### src/rtl/alu_pkg.sv
// Shared definitions for the ALU writeback slice.
// Holds the datapath widths, the status flag bit positions and the packed
// entry type that travels through the writeback skid FIFO.
package alu_pkg;

    localparam int unsigned DATA_W = 8;
    localparam int unsigned FLAG_W = 4;
    localparam int unsigned NREG   = 8;
    localparam int unsigned ADDR_W = 3;

    // Flag bit positions within a status word {V,C,S,Z}.
    localparam int unsigned FLAG_Z = 0;
    localparam int unsigned FLAG_S = 1;
    localparam int unsigned FLAG_C = 2;
    localparam int unsigned FLAG_V = 3;

    typedef struct packed {
        logic              flag_we;
        logic [ADDR_W-1:0] rd;
        logic [FLAG_W-1:0] flags;
        logic [DATA_W-1:0] result;
    } wb_entry_t;

endpackage

### src/rtl/alu_writeback_if.sv
// ALU-to-writeback result handshake.
// Signals: valid/ready handshake, result, flags, rd (destination index),
// flag_we (update status register on commit).
// master: ALU side (drives valid and payload); slave: writeback side (drives ready).
interface alu_writeback_if;
    import alu_pkg::*;

    logic              valid;
    logic              ready;
    logic [DATA_W-1:0] result;
    logic [FLAG_W-1:0] flags;
    logic [ADDR_W-1:0] rd;
    logic              flag_we;

    modport master (
        output valid, result, flags, rd, flag_we,
        input  ready
    );

    modport slave (
        input  valid, result, flags, rd, flag_we,
        output ready
    );

endinterface

### src/rtl/wb_fifo2.sv
// Two-entry FIFO for writeback entries.
// Ports: clk, rst (async, active-high), push/push_data, pop, count (0..2),
// slot0 (head, oldest) and slot1 (second entry, valid when count == 2).
// The caller must only push when count != 2 and only pop when count != 0.
module wb_fifo2
    import alu_pkg::*;
(
    input  logic      clk,
    input  logic      rst,
    input  logic      push,
    input  wb_entry_t push_data,
    input  logic      pop,
    output logic [1:0] count,
    output wb_entry_t slot0,
    output wb_entry_t slot1
);

    wb_entry_t  slots_q [2];
    wb_entry_t  slots_d [2];
    logic [1:0] count_q, count_d;
    logic [1:0] wr_pos;

    // Shift organisation: slot 0 is always the head, so a pop moves slot 1
    // down and a simultaneous push lands behind whatever remains.
    always_comb begin
        slots_d[0] = slots_q[0];
        slots_d[1] = slots_q[1];
        wr_pos     = count_q - {1'b0, pop};
        if (pop) begin
            slots_d[0] = slots_q[1];
        end
        if (push) begin
            slots_d[wr_pos[0]] = push_data;
        end
        count_d = count_q + {1'b0, push} - {1'b0, pop};
    end

    always_ff @(posedge clk or posedge rst) begin
        if (rst) begin
            slots_q[0] <= '0;
            slots_q[1] <= '0;
            count_q    <= 2'd0;
        end else begin
            slots_q[0] <= slots_d[0];
            slots_q[1] <= slots_d[1];
            count_q    <= count_d;
        end
    end

    assign count = count_q;
    assign slot0 = slots_q[0];
    assign slot1 = slots_q[1];

endmodule

### src/rtl/alu_writeback.sv
// Writeback stage behind the 8-bit ADD/SUB datapath.
// Accepts results over in_bus (alu_writeback_if.slave), buffers up to two in
// a skid FIFO and commits one per cycle (unless wb_stall) into an 8x8 register
// file and the status register.
// Ports: clk, rst (async, active-high), in_bus, wb_stall, clr_v,
// rd_addr_a/b -> rd_data_a/b (forwarded reads), status_reg, wb_commit,
// wb_commit_rd, pending (FIFO occupancy).
// Macro STICKY_V_EN: makes status bit V sticky until cleared by clr_v.
module alu_writeback
    import alu_pkg::*;
(
    input  logic              clk,
    input  logic              rst,
    alu_writeback_if.slave    in_bus,
    input  logic              wb_stall,
    input  logic              clr_v,
    input  logic [ADDR_W-1:0] rd_addr_a,
    input  logic [ADDR_W-1:0] rd_addr_b,
    output logic [DATA_W-1:0] rd_data_a,
    output logic [DATA_W-1:0] rd_data_b,
    output logic [FLAG_W-1:0] status_reg,
    output logic              wb_commit,
    output logic [ADDR_W-1:0] wb_commit_rd,
    output logic [1:0]        pending
);

    logic [1:0]        count;
    wb_entry_t         slot0, slot1, push_data;
    logic              push, pop;
    logic [DATA_W-1:0] regs_q [NREG];
    logic [FLAG_W-1:0] status_q, status_d;
    logic              commit_q;
    logic [ADDR_W-1:0] commit_rd_q;

    // Ready depends only on registered occupancy (and reset), never on stall.
    assign in_bus.ready = !rst && (count != 2'd2);
    assign push         = in_bus.valid && in_bus.ready;
    assign pop          = (count != 2'd0) && !wb_stall;

    always_comb begin
        push_data         = '0;
        push_data.result  = in_bus.result;
        push_data.flags   = in_bus.flags;
        push_data.rd      = in_bus.rd;
        push_data.flag_we = in_bus.flag_we;
    end

    wb_fifo2 u_fifo (
        .clk       (clk),
        .rst       (rst),
        .push      (push),
        .push_data (push_data),
        .pop       (pop),
        .count     (count),
        .slot0     (slot0),
        .slot1     (slot1)
    );

    // Youngest matching pending entry wins, so slot1 is checked last.
    always_comb begin
        rd_data_a = regs_q[rd_addr_a];
        if (count != 2'd0 && slot0.rd == rd_addr_a) rd_data_a = slot0.result;
        if (count == 2'd2 && slot1.rd == rd_addr_a) rd_data_a = slot1.result;
        rd_data_b = regs_q[rd_addr_b];
        if (count != 2'd0 && slot0.rd == rd_addr_b) rd_data_b = slot0.result;
        if (count == 2'd2 && slot1.rd == rd_addr_b) rd_data_b = slot1.result;
    end

`ifdef STICKY_V_EN
    // A committing V=1 overrides a simultaneous clear.
    always_comb begin
        status_d = status_q;
        if (clr_v) status_d[FLAG_V] = 1'b0;
        if (pop && slot0.flag_we) begin
            status_d[FLAG_V-1:0] = slot0.flags[FLAG_V-1:0];
            status_d[FLAG_V]     = status_d[FLAG_V] | slot0.flags[FLAG_V];
        end
    end
`else
    logic unused_clr_v;
    assign unused_clr_v = clr_v;

    always_comb begin
        status_d = status_q;
        if (pop && slot0.flag_we) status_d = slot0.flags;
    end
`endif

    always_ff @(posedge clk or posedge rst) begin
        if (rst) begin
            for (int i = 0; i < NREG; i++) regs_q[i] <= '0;
            status_q    <= '0;
            commit_q    <= 1'b0;
            commit_rd_q <= '0;
        end else begin
            if (pop) begin
                regs_q[slot0.rd] <= slot0.result;
                commit_rd_q      <= slot0.rd;
            end
            status_q <= status_d;
            commit_q <= pop;
        end
    end

    assign status_reg   = status_q;
    assign wb_commit    = commit_q;
    assign wb_commit_rd = commit_rd_q;
    assign pending      = count;

endmodule

### src/flat_wrapper.sv
// flat-port wrapper written by rule: the top's interface ports become plain ports
module alu_writeback_flat import alu_pkg::*;
  (clk, rst, wb_stall, clr_v, rd_addr_a, rd_addr_b, rd_data_a, rd_data_b, status_reg, wb_commit, wb_commit_rd, pending, in_bus_valid, in_bus_result, in_bus_flags, in_bus_rd, in_bus_flag_we, in_bus_ready);
  alu_writeback_if in_bus_i ();
  input  logic clk;
  input  logic rst;
  input  logic wb_stall;
  input  logic clr_v;
  input  logic [ADDR_W-1:0] rd_addr_a;
  input  logic [ADDR_W-1:0] rd_addr_b;
  output logic [DATA_W-1:0] rd_data_a;
  output logic [DATA_W-1:0] rd_data_b;
  output logic [FLAG_W-1:0] status_reg;
  output logic wb_commit;
  output logic [ADDR_W-1:0] wb_commit_rd;
  output logic [1:0] pending;
  input wire logic [$bits(in_bus_i.valid)-1:0] in_bus_valid;
  input wire logic [$bits(in_bus_i.result)-1:0] in_bus_result;
  input wire logic [$bits(in_bus_i.flags)-1:0] in_bus_flags;
  input wire logic [$bits(in_bus_i.rd)-1:0] in_bus_rd;
  input wire logic [$bits(in_bus_i.flag_we)-1:0] in_bus_flag_we;
  output wire logic [$bits(in_bus_i.ready)-1:0] in_bus_ready;
  assign in_bus_i.valid = in_bus_valid;
  assign in_bus_i.result = in_bus_result;
  assign in_bus_i.flags = in_bus_flags;
  assign in_bus_i.rd = in_bus_rd;
  assign in_bus_i.flag_we = in_bus_flag_we;
  assign in_bus_ready = in_bus_i.ready;
  alu_writeback u_core (.clk(clk), .rst(rst), .in_bus(in_bus_i), .wb_stall(wb_stall), .clr_v(clr_v), .rd_addr_a(rd_addr_a), .rd_addr_b(rd_addr_b), .rd_data_a(rd_data_a), .rd_data_b(rd_data_b), .status_reg(status_reg), .wb_commit(wb_commit), .wb_commit_rd(wb_commit_rd), .pending(pending));
endmodule
### config.mk
export PLATFORM = sky130hd
export DESIGN_NAME = alu_writeback_flat
export DESIGN_NICKNAME = d
export VERILOG_FILES = /design/src/rtl/alu_pkg.sv /design/src/rtl/alu_writeback_if.sv /design/src/rtl/wb_fifo2.sv /design/src/rtl/alu_writeback.sv /design/src/flat_wrapper.sv
export SDC_FILE = /design/constraint.sdc
export NUM_CORES = 1
export LEC_CHECK = 0
export BUFFER_PORTS_ARGS = -buffer_cell sky130_fd_sc_hd__buf_4
export CELL_PAD_IN_SITES_DETAIL_PLACEMENT = 0
export CELL_PAD_IN_SITES_GLOBAL_PLACEMENT = 1
export CORE_MARGIN = 5
export CORE_UTILIZATION = 45
export CTS_CLUSTER_SIZE = 25
export DETAILED_ROUTE_END_ITERATION = 16
export PLACE_DENSITY = 0.77
export SLEW_MARGIN = 20
export SYNTH_ARGS = -nofsm -noshare
export SYNTH_HDL_FRONTEND = slang
export SYNTH_SLANG_ARGS = --single-unit
### constraint.sdc
create_clock -name clk -period 3.6 [get_ports clk]
set_input_delay 0.18 -clock clk [delete_from_list [all_inputs] [get_ports clk]]
set_output_delay 0.18 -clock clk [all_outputs]
set_load 0.01 [all_outputs]
==> flow_metrics.py <==
metrics = {
    "place": {
        "dp.cells": 634,
        "portBuffers": 52,
        "placed_area_um2": 6210,
        "hpwl_mm": 9.05,
        "gp_congestion": 0.754,
    },
    "synth": {
        "syn-num-nets": 469,
        "ys_seq_area_frac": 0.463,
        "ys_ff_latch": 106,
        "ys_async_sr_fraction": 1.00,
        "syn-cell-area_um2": 5730,
        "synth_flop_cell": "dfrtp_1",
        "yosys_warnings": 0,
        "syn-mean-instance-area_um2": 13.0,
        "synth_cell_types": 40,
        "synth_edf_count": 0,
        "syn_inst": 441,
    },
    "critical_path": {
        "cp_num_buf_inv": 1,
        "critPathTopFamily": "simple AND/OR/NAND/NOR gates",
        "r2r_slack_ns": 0.60,
        "r2r-end": "u_core.regs_q[44]$_DFFE_PP0P_",
        "critPathLaunchType": "register",
        "rr_startpoint": "u_core.u_fifo.count[0]$_DFF_PP0_",
        "critPathRequiredTime_ns": 3.84,
        "reg2reg_depth": 6,
        "setup.worst_path.end_class": "register",
        "worstPathMaxFanout": 24,
        "cpPeakStageDelay_ns": 0.63,
        "path_cells": "nor2_2 > or2_1 > clkinv_4 > nand2_2 > or3_1 > mux2_4",
        "critPathSlowestCell": "or2_1",
        "critical_path_class": "reg -> reg",
        "worst-endpoint-arrival_ns": 3.24,
    },
    "clocking": {
        "cts_made_buffers": 9,
        "cts_tree": "yes",
        "cts-root-buf": "clkbuf_16",
        "post_cts_buffers": 0,
        "hold_buffers": 0,
        "clock-sinks": 106,
        "clk_path_buf_depth": 2,
        "clkLatencyLatePin_ns": 0.35,
        "post_cts_resized": 0,
        "clk_pin_slew_ns": 0.07,
        "h-tree-depth": 3,
    },
    "final_layout": {
        "drive_gt1_frac": 0.454,
        "multi_input_area_um2": 2900,
        "design_area_um2": 6490,
        "fillerInstances": 1085,
        "syn_to_final_growth_pct": 13.2,
        "instances_no_fill": 650,
        "n_antenna_cell": 0,
        "largest_reg_flops": 64,
        "post-route-util": 0.516,
        "top_register": "u_core.regs_q",
        "layout.nets": 501,
        "regArea_um2": 2650,
    },
    "power_and_ir_drop": {
        "ir_drop_uv": 527,
        "power_leakage_nw": 2.78,
        "power_density_nw_per_um2": 842,
    },
    "floorplan": {
        "start_util": 0.456,
        "die_w_um": 123,
        "core-area_um2": 12600,
        "ioPinCount": 54,
        "rows": 41,
        "die_y_um": 123,
        "die_area_um2": 15100,
    },
    "sta": {
        "setup_viol": 0,
        "fin_crit_ns": 3.00,
        "timing.fmax_ghz": 0.333,
        "rsz0062_at_grt": "false",
        "clock_skew_ns": 0.00808,
        "tns_ns": 0,
        "slew_violations": 0,
        "final-hold-violation-count": 0,
        "period_share": 0.834,
        "hold_ws_ns": 0.0243,
        "worst_slew_pin_slew_ns": 0.944,
        "slew_headroom": 0.368,
    },
    "detailed_routing": {
        "num_vias": 3680,
        "post_drt_wl_per_cell_um": 20.9,
        "firstDrtPassIters": 4,
        "drtAntennaViolNets": 0,
        "drc": 0,
        "finalWirelength_mm": 13.6,
        "drt_iter0_drc": 234,
        "vias_per_cell": 5.66,
    },
    "global_routing": {
        "antenna_found_initial": 0,
        "grt_pass1_wl_mm": 21.8,
        "track_usage": 0.194,
        "grt_max_degree": 70,
        "first_global_vias": 3875,
        "overflow": 0,
    },
    "outcome": {
        "status": "finished, final reports clean",
    },
    "job": {
        "cap_violations": 0,
    },
    "hold_path": {
        "hold_class": "in -> async",
    },
}
cells in the mapped netlist, types with 2 or more instances:
library cell | count | area share
nand4b_1 | 2 | 0.0031
mux2_2 | 92 | 0.18
o21ai_0 | 13 | 0.011
nand2b_1 | 2 | 0.0022
mux4_2 | 32 | 0.13
nand3_1 | 2 | 0.0017
mux2i_1 | 16 | 0.028
nor4b_4 | 2 | 0.0083
clkbuf_1 | 19 | 0.012
buf_4 | 2 | 0.0026
nor2_1 | 17 | 0.011
buf_2 | 12 | 0.010
dfrtp_1 | 106 | 0.46
nor4_4 | 3 | 0.011
buf_6 | 2 | 0.0039
a31oi_1 | 16 | 0.017
mux2_4 | 8 | 0.021
nand2_1 | 60 | 0.039
xor2_1 | 12 | 0.018
o21ai_1 | 3 | 0.0026
through the flow:
step / setup WS (ns) / power, mW
2_1_floorplan: 0.619 / 3.80
3_3_place_gp: 0.698 / 4.43
3_5_place_dp: 0.598 / 4.56
4_1_cts: 0.599 / 5.51
5_1_grt: 0.416 / 5.81
6_report: 0.598 / 5.46
cell usage in the layout (no fill, tap or decap), drive strengths merged, types with 3 or more instances in the layout:
cell type and count:
nor2 18, clkinvlp 3, o21ai 16, buf 57
a31oi 16, mux4 32, mux2i 16, inv 3
nand2 61, mux2 100, clkbuf 10, nor4 5
dfrtp 106, xor2 12
worst max-delay path by stage:
stage                                           startpoint                             to  slack, ns  cells after the start
after detailed placement  u_core.u_fifo.count[0]$_DFF_PP0_  u_core.regs_q[42]$_DFFE_PP0P_       0.60                      6
after global placement    u_core.u_fifo.count[0]$_DFF_PP0_  u_core.regs_q[43]$_DFFE_PP0P_       0.70                      6
after floorplan                                        rst   u_core.regs_q[0]$_DFFE_PP0P_       0.62                      1
after global routing      u_core.u_fifo.count[0]$_DFF_PP0_  u_core.regs_q[46]$_DFFE_PP0P_       0.42                      6
after CTS                 u_core.u_fifo.count[0]$_DFF_PP0_  u_core.regs_q[44]$_DFFE_PP0P_       0.60                      6
final                     u_core.u_fifo.count[0]$_DFF_PP0_  u_core.regs_q[44]$_DFFE_PP0P_       0.60                      6
cell type report:
| class | instances | share of cell area |
|---|---|---|
| Tap cell | 172 | 0.0332 |
| Sequential cell | 106 | 0.409 |
| Timing Repair Buffer | 57 | 0.0660 |
| Multi-Input combinational cell | 297 | 0.447 |
| Clock buffer | 10 | 0.0353 |
| Clock inverter | 6 | 0.00752 |
| Inverter | 2 | 0.00231 |
per-layer routing:
metal  global-route usage  up-vias  wire [um]
met4               0.0455        0        210
met1                0.249     1927       5780
met2                0.331       73       7030
met3               0.0475       14        554
li1                     -     1666          -
met5                    0        -          0
where the power goes:
part,switching (mW),internal (mW)
combinational,0.905,1.27
sequential,0.610,1.75
clock,0.455,0.476
worst reg2reg max path, delay by kind of cell, from the launching register on:
family                 cells  cell delay (ns)
flip-flops                 1             0.48
AND/OR/NAND/NOR            4             1.70
multiplexers               1             0.36
buffers and inverters      1             0.37
cell families (layout without fill, tap and decap cells):
family / after synthesis / after routing / synth area share
compound gates: 35 / 35 / 0.0358
mux: 148 / 148 / 0.355
buf+inv: 38 / 75 / 0.0323
flops: 106 / 106 / 0.463
fa+ha+maj: 1 / 1 / 0.00218
xor+xnor: 13 / 13 / 0.0199
simple gates: 100 / 100 / 0.0915
(Power assumes the default switching activity.)
